<file path="src/rtl/key_event_pkg.sv">
// Shared types for the key event classifier: FSM state encoding and the event pulse bundle.
package key_event_pkg;

    localparam int KEY_STATE_W = 3;

    typedef enum logic [KEY_STATE_W-1:0] {
        ST_IDLE   = 3'd0,
        ST_PRESS  = 3'd1,
        ST_LONG   = 3'd2,
        ST_WAIT2  = 3'd3,
        ST_PRESS2 = 3'd4
    } key_state_t;

    typedef struct packed {
        logic press;
        logic rls;
        logic lng;
        logic rpt;
        logic dclick;
    } key_evt_t;

endpackage

</file>
<file path="src/rtl/key_event_if.sv">
// Key level in, classified event pulses and held level out; i_/o_ are from the classifier's side.
interface key_event_if;

    logic i_key_n;
    logic o_press;
    logic o_release;
    logic o_long_press;
    logic o_repeat;
    logic o_dclick;
    logic o_held;

    modport master (
        output i_key_n,
        input  o_press, o_release, o_long_press, o_repeat, o_dclick, o_held
    );

    modport slave (
        input  i_key_n,
        output o_press, o_release, o_long_press, o_repeat, o_dclick, o_held
    );

endinterface

</file>
<file path="src/rtl/key_edge.sv">
// Samples an active-low key level and flags press/release edges; edges valid 1 cycle after sampling.
// No backpressure: edge flags are combinational decodes of two history registers.
module key_edge (
    input  logic clk,
    input  logic rst,
    input  logic i_key_n,
    output logic o_pe,
    output logic o_re
);

    logic r_key_q;
    logic r_key_d;

    // History resets to "released" so a key held through reset still yields one press.
    always_ff @(posedge clk) begin
        if (rst) begin
            r_key_q <= 1'b1;
            r_key_d <= 1'b1;
        end else begin
            r_key_q <= i_key_n;
            r_key_d <= r_key_q;
        end
    end

    assign o_pe = r_key_d & ~r_key_q;
    assign o_re = ~r_key_d & r_key_q;

endmodule

</file>
<file path="src/rtl/key_event.sv">
// Classifies one debounced key into press/release/long/repeat/double-click pulses, 2 cycles after sampling.
// No backpressure: every event is a registered one-cycle pulse that downstream must take when it fires.
module key_event
    import key_event_pkg::*;
#(
    parameter int LONG_CNT   = 25_000_000,
    parameter int REPEAT_CNT = 5_000_000,
    parameter int DCLICK_CNT = 12_500_000,
    parameter int CNT_W      = 25
) (
    input  logic         clk,
    input  logic         rst,
    key_event_if.slave   bus
);

    localparam logic [CNT_W-1:0] LONG_TC   = CNT_W'(LONG_CNT - 1);
    localparam logic [CNT_W-1:0] REPEAT_TC = CNT_W'(REPEAT_CNT - 1);
    localparam logic [CNT_W-1:0] DCLICK_TC = CNT_W'(DCLICK_CNT - 1);

    logic             w_pe;
    logic             w_re;
    key_state_t       r_state;
    key_state_t       w_state_nxt;
    logic [CNT_W-1:0] r_cnt;
    logic [CNT_W-1:0] w_cnt_nxt;
    key_evt_t         r_evt;
    key_evt_t         w_evt;
    logic             r_held;
    logic             w_held_nxt;

    key_edge u_edge (
        .clk     (clk),
        .rst     (rst),
        .i_key_n (bus.i_key_n),
        .o_pe    (w_pe),
        .o_re    (w_re)
    );

    // Edges are tested before terminal counts so a coincident edge always wins.
    always_comb begin
        w_state_nxt = r_state;
        w_cnt_nxt   = r_cnt + CNT_W'(1);
        w_evt       = '0;
        case (r_state)
            ST_IDLE: begin
                w_cnt_nxt = '0;
                if (w_pe) begin
                    w_state_nxt = ST_PRESS;
                    w_evt.press = 1'b1;
                end
            end
            ST_PRESS, ST_PRESS2: begin
                if (w_re) begin
                    w_evt.rls = 1'b1;
                    if (r_state == ST_PRESS) begin
                        w_state_nxt = ST_WAIT2;
                    end else begin
                        w_state_nxt = ST_IDLE;
                    end
                end else if (r_cnt == LONG_TC) begin
                    w_state_nxt = ST_LONG;
                    w_evt.lng   = 1'b1;
                end
            end
            ST_LONG: begin
                if (w_re) begin
                    w_state_nxt = ST_IDLE;
                    w_evt.rls   = 1'b1;
                end else if (r_cnt == REPEAT_TC) begin
                    w_evt.rpt = 1'b1;
                    w_cnt_nxt = '0;
                end
            end
            ST_WAIT2: begin
                if (w_pe) begin
                    w_state_nxt  = ST_PRESS2;
                    w_evt.press  = 1'b1;
                    w_evt.dclick = 1'b1;
                end else if (r_cnt == DCLICK_TC) begin
                    w_state_nxt = ST_IDLE;
                end
            end
            default: begin
                w_state_nxt = ST_IDLE;
            end
        endcase
        if (w_state_nxt != r_state) begin
            w_cnt_nxt = '0;
        end
        w_held_nxt = (w_state_nxt == ST_PRESS) || (w_state_nxt == ST_PRESS2) ||
                     (w_state_nxt == ST_LONG);
    end

    always_ff @(posedge clk) begin
        if (rst) begin
            r_state <= ST_IDLE;
            r_cnt   <= '0;
            r_evt   <= '0;
            r_held  <= 1'b0;
        end else begin
            r_state <= w_state_nxt;
            r_cnt   <= w_cnt_nxt;
            r_evt   <= w_evt;
            r_held  <= w_held_nxt;
        end
    end

    assign bus.o_press      = r_evt.press;
    assign bus.o_release    = r_evt.rls;
    assign bus.o_long_press = r_evt.lng;
    assign bus.o_repeat     = r_evt.rpt;
    assign bus.o_dclick     = r_evt.dclick;
    assign bus.o_held       = r_held;

endmodule

</file>
<file path="src/flat_wrapper.sv">
// flat-port wrapper written by rule: the top's interface ports become plain ports
module key_event_flat import key_event_pkg::*;
#(
    parameter int LONG_CNT   = 25_000_000,
    parameter int REPEAT_CNT = 5_000_000,
    parameter int DCLICK_CNT = 12_500_000,
    parameter int CNT_W      = 25
)
  (clk, rst, bus_i_key_n, bus_o_press, bus_o_release, bus_o_long_press, bus_o_repeat, bus_o_dclick, bus_o_held);
  key_event_if bus_i ();
  input  logic clk;
  input  logic rst;
  input wire logic [$bits(bus_i.i_key_n)-1:0] bus_i_key_n;
  output wire logic [$bits(bus_i.o_press)-1:0] bus_o_press;
  output wire logic [$bits(bus_i.o_release)-1:0] bus_o_release;
  output wire logic [$bits(bus_i.o_long_press)-1:0] bus_o_long_press;
  output wire logic [$bits(bus_i.o_repeat)-1:0] bus_o_repeat;
  output wire logic [$bits(bus_i.o_dclick)-1:0] bus_o_dclick;
  output wire logic [$bits(bus_i.o_held)-1:0] bus_o_held;
  assign bus_i.i_key_n = bus_i_key_n;
  assign bus_o_press = bus_i.o_press;
  assign bus_o_release = bus_i.o_release;
  assign bus_o_long_press = bus_i.o_long_press;
  assign bus_o_repeat = bus_i.o_repeat;
  assign bus_o_dclick = bus_i.o_dclick;
  assign bus_o_held = bus_i.o_held;
  key_event #(.LONG_CNT(LONG_CNT), .REPEAT_CNT(REPEAT_CNT), .DCLICK_CNT(DCLICK_CNT), .CNT_W(CNT_W)) u_core (.clk(clk), .rst(rst), .bus(bus_i));
endmodule
</file>
<file path="config.mk">
export PLATFORM = sky130hd
export DESIGN_NAME = key_event_flat
export DESIGN_NICKNAME = d
export VERILOG_FILES = /design/src/rtl/key_event_pkg.sv /design/src/rtl/key_event_if.sv /design/src/rtl/key_edge.sv /design/src/rtl/key_event.sv /design/src/flat_wrapper.sv
export SDC_FILE = /design/constraint.sdc
export NUM_CORES = 1
export LEC_CHECK = 0
export CORE_MARGIN = 10
export CORE_UTILIZATION = 50
export CTS_CLUSTER_DIAMETER = 100
export CTS_CLUSTER_SIZE = 24
export DETAILED_ROUTE_END_ITERATION = 12
export GPL_TIMING_DRIVEN = 1
export PLACE_DENSITY = 0.67
export SYNTH_ARGS = -nofsm -noshare
export SYNTH_HDL_FRONTEND = slang
export SYNTH_HIERARCHICAL = 1
export SYNTH_SLANG_ARGS = --single-unit
</file>
<file path="constraint.sdc">
create_clock -name clk -period 2.7 [get_ports clk]
set_clock_uncertainty 0.1 [all_clocks]
set_input_delay 0.27 -clock clk [delete_from_list [all_inputs] [get_ports clk]]
set_output_delay 0.27 -clock clk [all_outputs]
set_load 0.005 [all_outputs]
</file>
Yosys cells after proc, flatten, opt, wreduce, memory -nomap -nowiden --
Cells that the tools add are included.
Storage, ports and cells: register bits 36, bits of input ports 3
Cells by class: $add $sub $neg 1, equal/unequal tests 11, muxes and demuxes 15, bitwise logic cells 9, reduce and logical (&&, ||, !) cells 12
Operator list (number):
- two-way mux 25 bit | 2
- case mux 25 bit (2 select lines) | 1
- adder 25 x 1 -> 25 bit, second input constant | 1
- equality test 25 x 23 -> 1 bit, second input constant | 1
- equality test 25 x 24 -> 1 bit, second input constant | 1
- equality test 25 bit, second input constant | 1
- two-way mux 3 bit | 6
- case mux 3 bit (4 select lines) | 1
- OR reduction 2 bit | 6
- equality test 3 x 2 -> 1 bit, second input constant | 3
- OR reduction 3 bit | 3
- NOT 1 bit | 7
- equality test 3 x 1 -> 1 bit, second input constant | 2
- equality test 3 bit, second input constant | 2
- two-way mux 1 bit | 4
- logical NOT 3 bit | 1
- != test 3 bit | 1
- AND 1 bit | 2
- logical OR 1 bit | 2
- two-way mux 2 bit | 1

Longest topological paths before layout --
Gate-level depths: netlist (run 1).
depth in word-level cells 7, depth in mapped cells 9, depth with buffers taken out 7

Hierarchy --
Netlist (run 1), hierarchy kept.
Modules (own cells, without submodules):
- key_event | times used 1, cells each 202, area each 1676.6 sq um, seq. area each 680.7 sq um
- key_edge | times used 1, cells each 6, area each 66.3 sq um, seq. area each 40.0 sq um

Worst setup path before layout (run 1) --
No wires, ideal clock.
path kind reg2reg, start reg u_core.r_cnt[0], end reg u_core.r_held (netlist: u_core/bus.o_held), setup time 0.116 ns, arrival 1.733 ns, required time 2.484 ns, path slack 0.751 ns, cell stages (with the launch flop) 9, buffers on the path 1, clock period less this slack 1.949 ns, cell sequence dfxtp_1 -> ha_1 -> and4_1 -> buf_2 -> nand3_1 -> or3_1 -> nand4b_1 -> a311oi_1 -> a41o_1
Between the ends: longest elaborated chain between the ends 7, elaborated cells between the ends (all ways) 12
Ends and longest elaborated chain:
- start: declaration | RTL line key_event.sv:24 | logic [CNT_W-1:0] r_cnt;
- start signal: assignment | RTL line key_event.sv:102 | r_cnt <= w_cnt_nxt;
- equality test 25 x 24 -> 1 bit / equality test 25 bit (equally long branches) | RTL line key_event.sv:79, key_event.sv:60
- two-way mux 3 bit, on equally long branches | RTL line key_event.sv:79, key_event.sv:60
- two-way mux 3 bit, on equally long branches | RTL line key_event.sv:75, key_event.sv:53
- case mux 3 bit (4 select lines) * | RTL line key_event.sv:44 | case (r_state)
- equality test 3 x 1 -> 1 bit / equality test 3 bit (equally long branches) | RTL line key_event.sv:90 | w_held_nxt = (w_state_nxt == ST_PRESS) || (w_state_nxt == ST_PRESS2) ||
- logical OR 1 bit | RTL line key_event.sv:90
- logical OR 1 bit * | RTL line key_event.sv:90
- end signal: assignment | RTL line key_event.sv:104 | r_held <= w_held_nxt;
- end: declaration | RTL line key_event.sv:28 | logic r_held;
Every way passes the cells marked *; elsewhere a longest branch is shown, timed or not. A chain may end at the register's enable or synchronous reset.

Final worst setup path (run 1) --
start reg u_core.r_cnt[0], end reg u_core.r_cnt[2]
Between the ends: longest elaborated chain between the ends 6, elaborated cells between the ends (all ways) 14
Ends and longest elaborated chain:
- parallel branches: the longest is 6 deep, another holds adder 25 x 1 -> 25 bit
Several ways; the timed one is not identified.

==> results of run 1 <==
-- worst max-delay path, delay by kind of cell (launching register included) --
| family | cells | cell delay (ns) |
|---|---|---|
| AOI/OAI and AO/OA | 3 | 0.93 |
| adders and majority gates | 1 | 0.21 |
| DFF | 1 | 0.36 |
| and+or+nand+nor | 3 | 0.56 |
-- cell families after synthesis --
| family | share of synthesized area [%] |
|---|---|
| AOI/OAI and AO/OA | 8.26 |
| adders and majority gates | 0.718 |
| and+or+nand+nor | 34.3 |
| buffers and inverters | 3.80 |
| DFF | 41.3 |
| xor gates and xnor gates | 11.6 |
-- layout by cell type, fill, tap and decap left out, drive strengths merged, types with 2 or more instances in the layout --
master          n
clkbuf          8
and3            2
o21bai          2
inv             4
xor2           10
o21ai           5
nand3           9
nand2          16
nand4b          3
buf             2
nor4bb          2
dfxtp          36
nor4            5
nor2b           4
nand2b          4
and4            2
or3             2
xnor2          13
nor2           45
and4bb          2
or2             5
nand4           8
clkdlybuf4s50   8
a21oi           7
-- where the power goes --
part	internal (mW)	switching, mW	total, mW
Sequential	0.536	0.00541	0.542
Combinational	0.0177	0.0216	0.0393
Clock	0.128	0.167	0.295
Total	0.683	0.194	0.876
-- synth_stat cells (all sizes together) (2+ instances only) --
| cell type | n | area share [%] |
|---|---|---|
| xor2 | 10 | 5.0 |
| and3 | 2 | 0.72 |
| nor2 | 45 | 9.7 |
| and4 | 2 | 1.0 |
| inv | 4 | 0.86 |
| nor2b | 4 | 1.4 |
| and4bb | 2 | 1.4 |
| dfxtp | 36 | 41 |
| nand4 | 8 | 2.9 |
| nor4bb | 2 | 1.1 |
| nand2b | 4 | 1.4 |
| o21ai | 5 | 1.7 |
| clkbuf | 3 | 0.65 |
| a21oi | 7 | 2.0 |
| nor4 | 5 | 1.8 |
| or2 | 5 | 1.8 |
| nand4b | 3 | 1.5 |
| nand2 | 16 | 3.4 |
| xnor2 | 13 | 6.5 |
| or3 | 2 | 0.72 |
| buf | 5 | 2.3 |
| nand3 | 9 | 2.6 |
| o21bai | 2 | 0.86 |
-- how the worst min path moves through the flow --
stage                                             to  depth (start not counted)                        from
CTS                       u_core/r_cnt[0]$_SDFF_PP0_                          1  u_core/r_cnt[0]$_SDFF_PP0_
global route              u_core/r_cnt[0]$_SDFF_PP0_                          1  u_core/r_cnt[0]$_SDFF_PP0_
floorplan           u_core/u_edge/r_key_d$_SDFF_PP1_                          1                         rst
detailed placement        u_core/r_cnt[0]$_SDFF_PP0_                          1  u_core/r_cnt[0]$_SDFF_PP0_
global placement          u_core/r_cnt[0]$_SDFF_PP0_                          1  u_core/r_cnt[0]$_SDFF_PP0_
finish                    u_core/r_cnt[0]$_SDFF_PP0_                          1  u_core/r_cnt[0]$_SDFF_PP0_
-- cell type report --
class                      instances  share of cell area, %
multi-input combinational        160                   50.4
timing repair buffer              10                   4.98
tap                               46                   3.01
clock buffer                       8                   3.08
sequential                        36                   37.7
inverter                           4                  0.786
-- per-layer routing --
layer,up-vias,share of wire (%)
met5,-,0
met4,0,1.9
met3,9,4.4
met2,26,47
met1,676,46
li1,735,-
-- repair_timing --
item	4_1_cts	5_1_grt
endpoints found under the hold margin	0	0
endpoints found under the setup margin	0	25
resized for setup	0	1
==> impl_metrics.ini, run 1 <==
[floorplan]
ioPinCount = 9
die_h_microns = 79.0
start_util_pct = 51.8
die_x_microns = 79.0
rows = 21
design.die.area_sq_um = 6250
coreArea_sq_um = 3360

[worst_setup_path]
cp.arrival_ns = 2.41
r2r_setup_slack_ns = 0.39
reg2reg_depth = 7
cp-start-kind = register
worst-setup-path-type = register to register
cp-endpoint = u_core/r_cnt[2]$_SDFF_PP0_
required_ns = 2.80
rr_startpoint = u_core/r_cnt[0]$_SDFF_PP0_
worstPathMaxFanout = 25
path_cells = ha_1, and4_1, nand3_1, o21ai_0, a31oi_1, o21ai_4, nor2_1
worstSetupStartpoint = u_core/r_cnt[0]$_SDFF_PP0_
cpMaxStageDelayCell = o21ai_4
cpPeakStageDelay_ns = 0.53
crit_path_end_kind = register
reg2reg_to = u_core/r_cnt[2]$_SDFF_PP0_

[timing]
fin_ws_ns = 0.390
fin_setup_tns_ns = 0
min_period_over_period_pct = 85.6
worst_hold_slack_ns = 0.353
hold_viol_final = 0
period_minus_slack_ns = 2.31
setup_viol = 0
worst_pin_slew_ns = 0.633
rsz0062_at_grt = no
max_freq_ghz = 0.433
relSlewSlack_pct = 57.6
slew_viol_final = 0

[synthesis]
async_reset_ff_share_pct = 0
synth_flop_cell = dfxtp_1
synth_seq_cells = 36
synth_area_per_cell_sq_um = 8.38
synthCells = 208
synth-edff-count = 0
ys_seq_area_share_pct = 41.3
syn_area_sq_um = 1740
syn-num-nets = 212
ys_types = 42
yosysWarnings = 6

[detailed_routing]
postRouteAntennaNets = 0
vias = 1446
wl_mm = 3.53
drtIter0Drc = 62
drt_first_pass_iters = 4
post_drt_wl_per_cell_microns = 13.4
drc = 0
viasPerCell = 5.48

[clock_tree]
clkTransAtPathRegs_ns = 0.10
clock_latency_ns = 0.34
htree_levels = 2
cts_tree = built
post_cts_buffers = 0
cts.sinks = 36
hold_buffers = 0
cts_buffers = 5
root_buffer = clkbuf_4
cts_max_path_buffers = 2

[place]
io_buffers = 8
place_inst = 256
dpl.hpwl_mm = 2.61
placed_area_sq_um = 1840
place_ws_ns = 0.183
routabilityCongestion = 0.897

[grt]
grt_util_met2_pct = 20.2
antenna_found_initial = 0
use_met1_pct = 13.8
grtUsageTotal_pct = 12.0
grt_max_degree = 26
grt_pass1_wl_mm = 6.28
globalRoute.totalOverflow = 0
grt_pass1_vias = 1394
grtUsageMet3_pct = 3.83
busiest_layer = met2

[finish]
final_area_sq_um = 1910
area_growth_syn_to_layout_pct = 9.62
regArea_sq_um = 721
nNetsFinal = 221
largest_register_ffs = 25
layout-drive-gt1-share_pct = 7.34
layout.cells.non_filler = 264
fin_util_pct = 56.8
diodes = 0
fillers = 343
multiInputGateArea_sq_um = 963
reg_top3 = u_core/r_cnt: 25 flops, u_core/r_state: 3 flops
largest_register = u_core/r_cnt

[min_path]
hold_class = register to register

[flow_run]
drv_cap = 0

[status]
status = finished clean

[power]
vdd_drop_max_mv = 0.276
leakage_nw = 0.588
power_mw = 0.876
p_per_area_nw_per_um2 = 459
Power figures use the tool's default switching activity.
==> run 2: changes to the inputs <==
CELL_PAD_IN_SITES_DETAIL_PLACEMENT = 1   (was not set)
CELL_PAD_IN_SITES_GLOBAL_PLACEMENT = 2   (was not set)
CORE_UTILIZATION = 36   (was 50)
PLACE_DENSITY = 0.77   (was 0.67)
==> run 2 against run 1 <==
Effect of this change: via count decreased by 0.21%; clock power increased by 39%; cell area increased by 3.3%; power increased by 13%; largest cell class unchanged.
==> impl_metrics.ini, run 2 (synthesis gave the netlist of run 1 again) <==
[finish]
layout_common_cells = nor2_1 (45), dfxtp_1 (36), nand2_1 (16)
reg_top3 = u_core/r_cnt: 25 flops, u_core/r_state: 3 flops
final_common_cell = nor2_1
area_growth_syn_to_layout_pct = 13.3
final_area_sq_um = 1970
largest_register = u_core/r_cnt
diodes = 0
layout-drive-gt1-share_pct = 7.83
largest_register_ffs = 25
nNetsFinal = 221

[status]
status = finished clean

[detailed_routing]
postRouteAntennaNets = 0
drtIter0Drc = 56
vias = 1443
wl_mm = 4.33
post_drt_wl_per_cell_microns = 15.2
viasPerCell = 5.08
drt_first_pass_iters = 4
drc = 0

[timing]
fin_ws_ns = 0.295
worst_pin_slew_ns = 0.646
min_period_over_period_pct = 89.1
relSlewSlack_pct = 56.8
max_freq_ghz = 0.416
hold_viol_final = 0
period_minus_slack_ns = 2.40
worst_hold_slack_ns = 0.352
rsz0062_at_grt = no
fin_setup_tns_ns = 0
slew_viol_final = 0
setup_viol = 0

[clock_tree]
cts_max_path_buffers = 2
cts_buffers = 5
clkTransAtPathRegs_ns = 0.07
cts_tree = built
root_buffer = clkbuf_8
htree_levels = 2
clock_latency_ns = 0.29
hold_buffers = 0
cts.sinks = 36

[min_path]
hold_class = register to register
holdPathStages = 1

[worst_setup_path]
worst-setup-path-type = register to register
cp.arrival_ns = 2.44
reg2reg_depth = 7
crit_path_end_kind = register
cp-start-kind = register
required_ns = 2.74
worstPathMaxFanout = 25

[floorplan]
die_x_microns = 89.6
rows = 25
start_util_pct = 36.9
ioPinCount = 9
die_h_microns = 89.6
design.die.area_sq_um = 8020
coreArea_sq_um = 4720

[flow_run]
drv_cap = 0

[power]
vdd_drop_max_mv = 0.243
leakage_nw = 0.606
p_per_area_nw_per_um2 = 503

[grt]
globalRoute.totalOverflow = 0
grt_max_degree = 26
grt_pass1_vias = 1556
grtUsageTotal_pct = 11.8
grt_pass1_wl_mm = 7.31
antenna_found_initial = 0

[place]
dpl.hpwl_mm = 3.20
place_ws_ns = 0.0500
io_buffers = 8
placed_area_sq_um = 1870
routabilityCongestion = 0.776
run 2: worst max-delay path, cell delays in order (launching register included):
cell	delay, ns
dfxtp_1	0.36
ha_1	0.22
and4_1	0.26
nand4_1	0.15
o21ai_1	0.29
a31oi_1	0.19
o21ai_4	0.55
nor2_1	0.13
run 2: cell type report:
| type | count | area [sq um] |
|---|---|---|
| fill | 564 | 2750 |
| clock buffer | 7 | 96.3 |
| tap | 67 | 83.8 |
| multi-input combinational | 160 | 963 |
| timing repair buffer | 10 | 95.1 |
| inverter | 4 | 15.0 |
| sequential | 36 | 721 |
run 2: worst paths after layout:
path,from,end,slack [ns]
max,u_core/r_cnt[0]$_SDFF_PP0_,u_core/r_cnt[15]$_SDFF_PP0_,0.30
min,u_core/r_cnt[0]$_SDFF_PP0_,u_core/r_cnt[0]$_SDFF_PP0_,0.35
max reg2reg,u_core/r_cnt[0]$_SDFF_PP0_,u_core/r_cnt[15]$_SDFF_PP0_,0.30
min reg2reg,u_core/r_cnt[0]$_SDFF_PP0_,u_core/r_cnt[0]$_SDFF_PP0_,0.35
run 2: metal layers:
layer | part of all wire [%] | wire length, microns | GRT usage (%) | vias up
met2 | 51 | 2200 | 21.0 | 18
met4 | 1.2 | 51 | 3.90 | 0
met3 | 4.4 | 192 | 4.06 | 6
met5 | 0 | 0 | 0 | -
met1 | 43 | 1880 | 12.7 | 688
li1 | - | - | - | 731
run 2: stage by stage:
| step | cells | utilization [%] | power, mW |
|---|---|---|---|
| after floorplan | 208 | - | 0.582 |
| after global placement | 277 | 39.6 | 0.592 |
| after detailed placement | 277 | 39.6 | 0.594 |
| after CTS | 284 | 41.6 | 1.01 |
| after global routing | 284 | 41.8 | 1.04 |
| final | 284 | 41.8 | 0.993 |
run 2: timing repair:
item / CTS / global route
setup buffers: 0 / 0
endpoints found under the setup margin: 0 / 25
resized for setup: 0 / 1
run 2: power breakdown:
| group | switching (mW) | internal [mW] |
|---|---|---|
| registers | 0.00556 | 0.537 |
| logic | 0.0231 | 0.0178 |
| clock network | 0.183 | 0.227 |
| total | 0.212 | 0.781 |
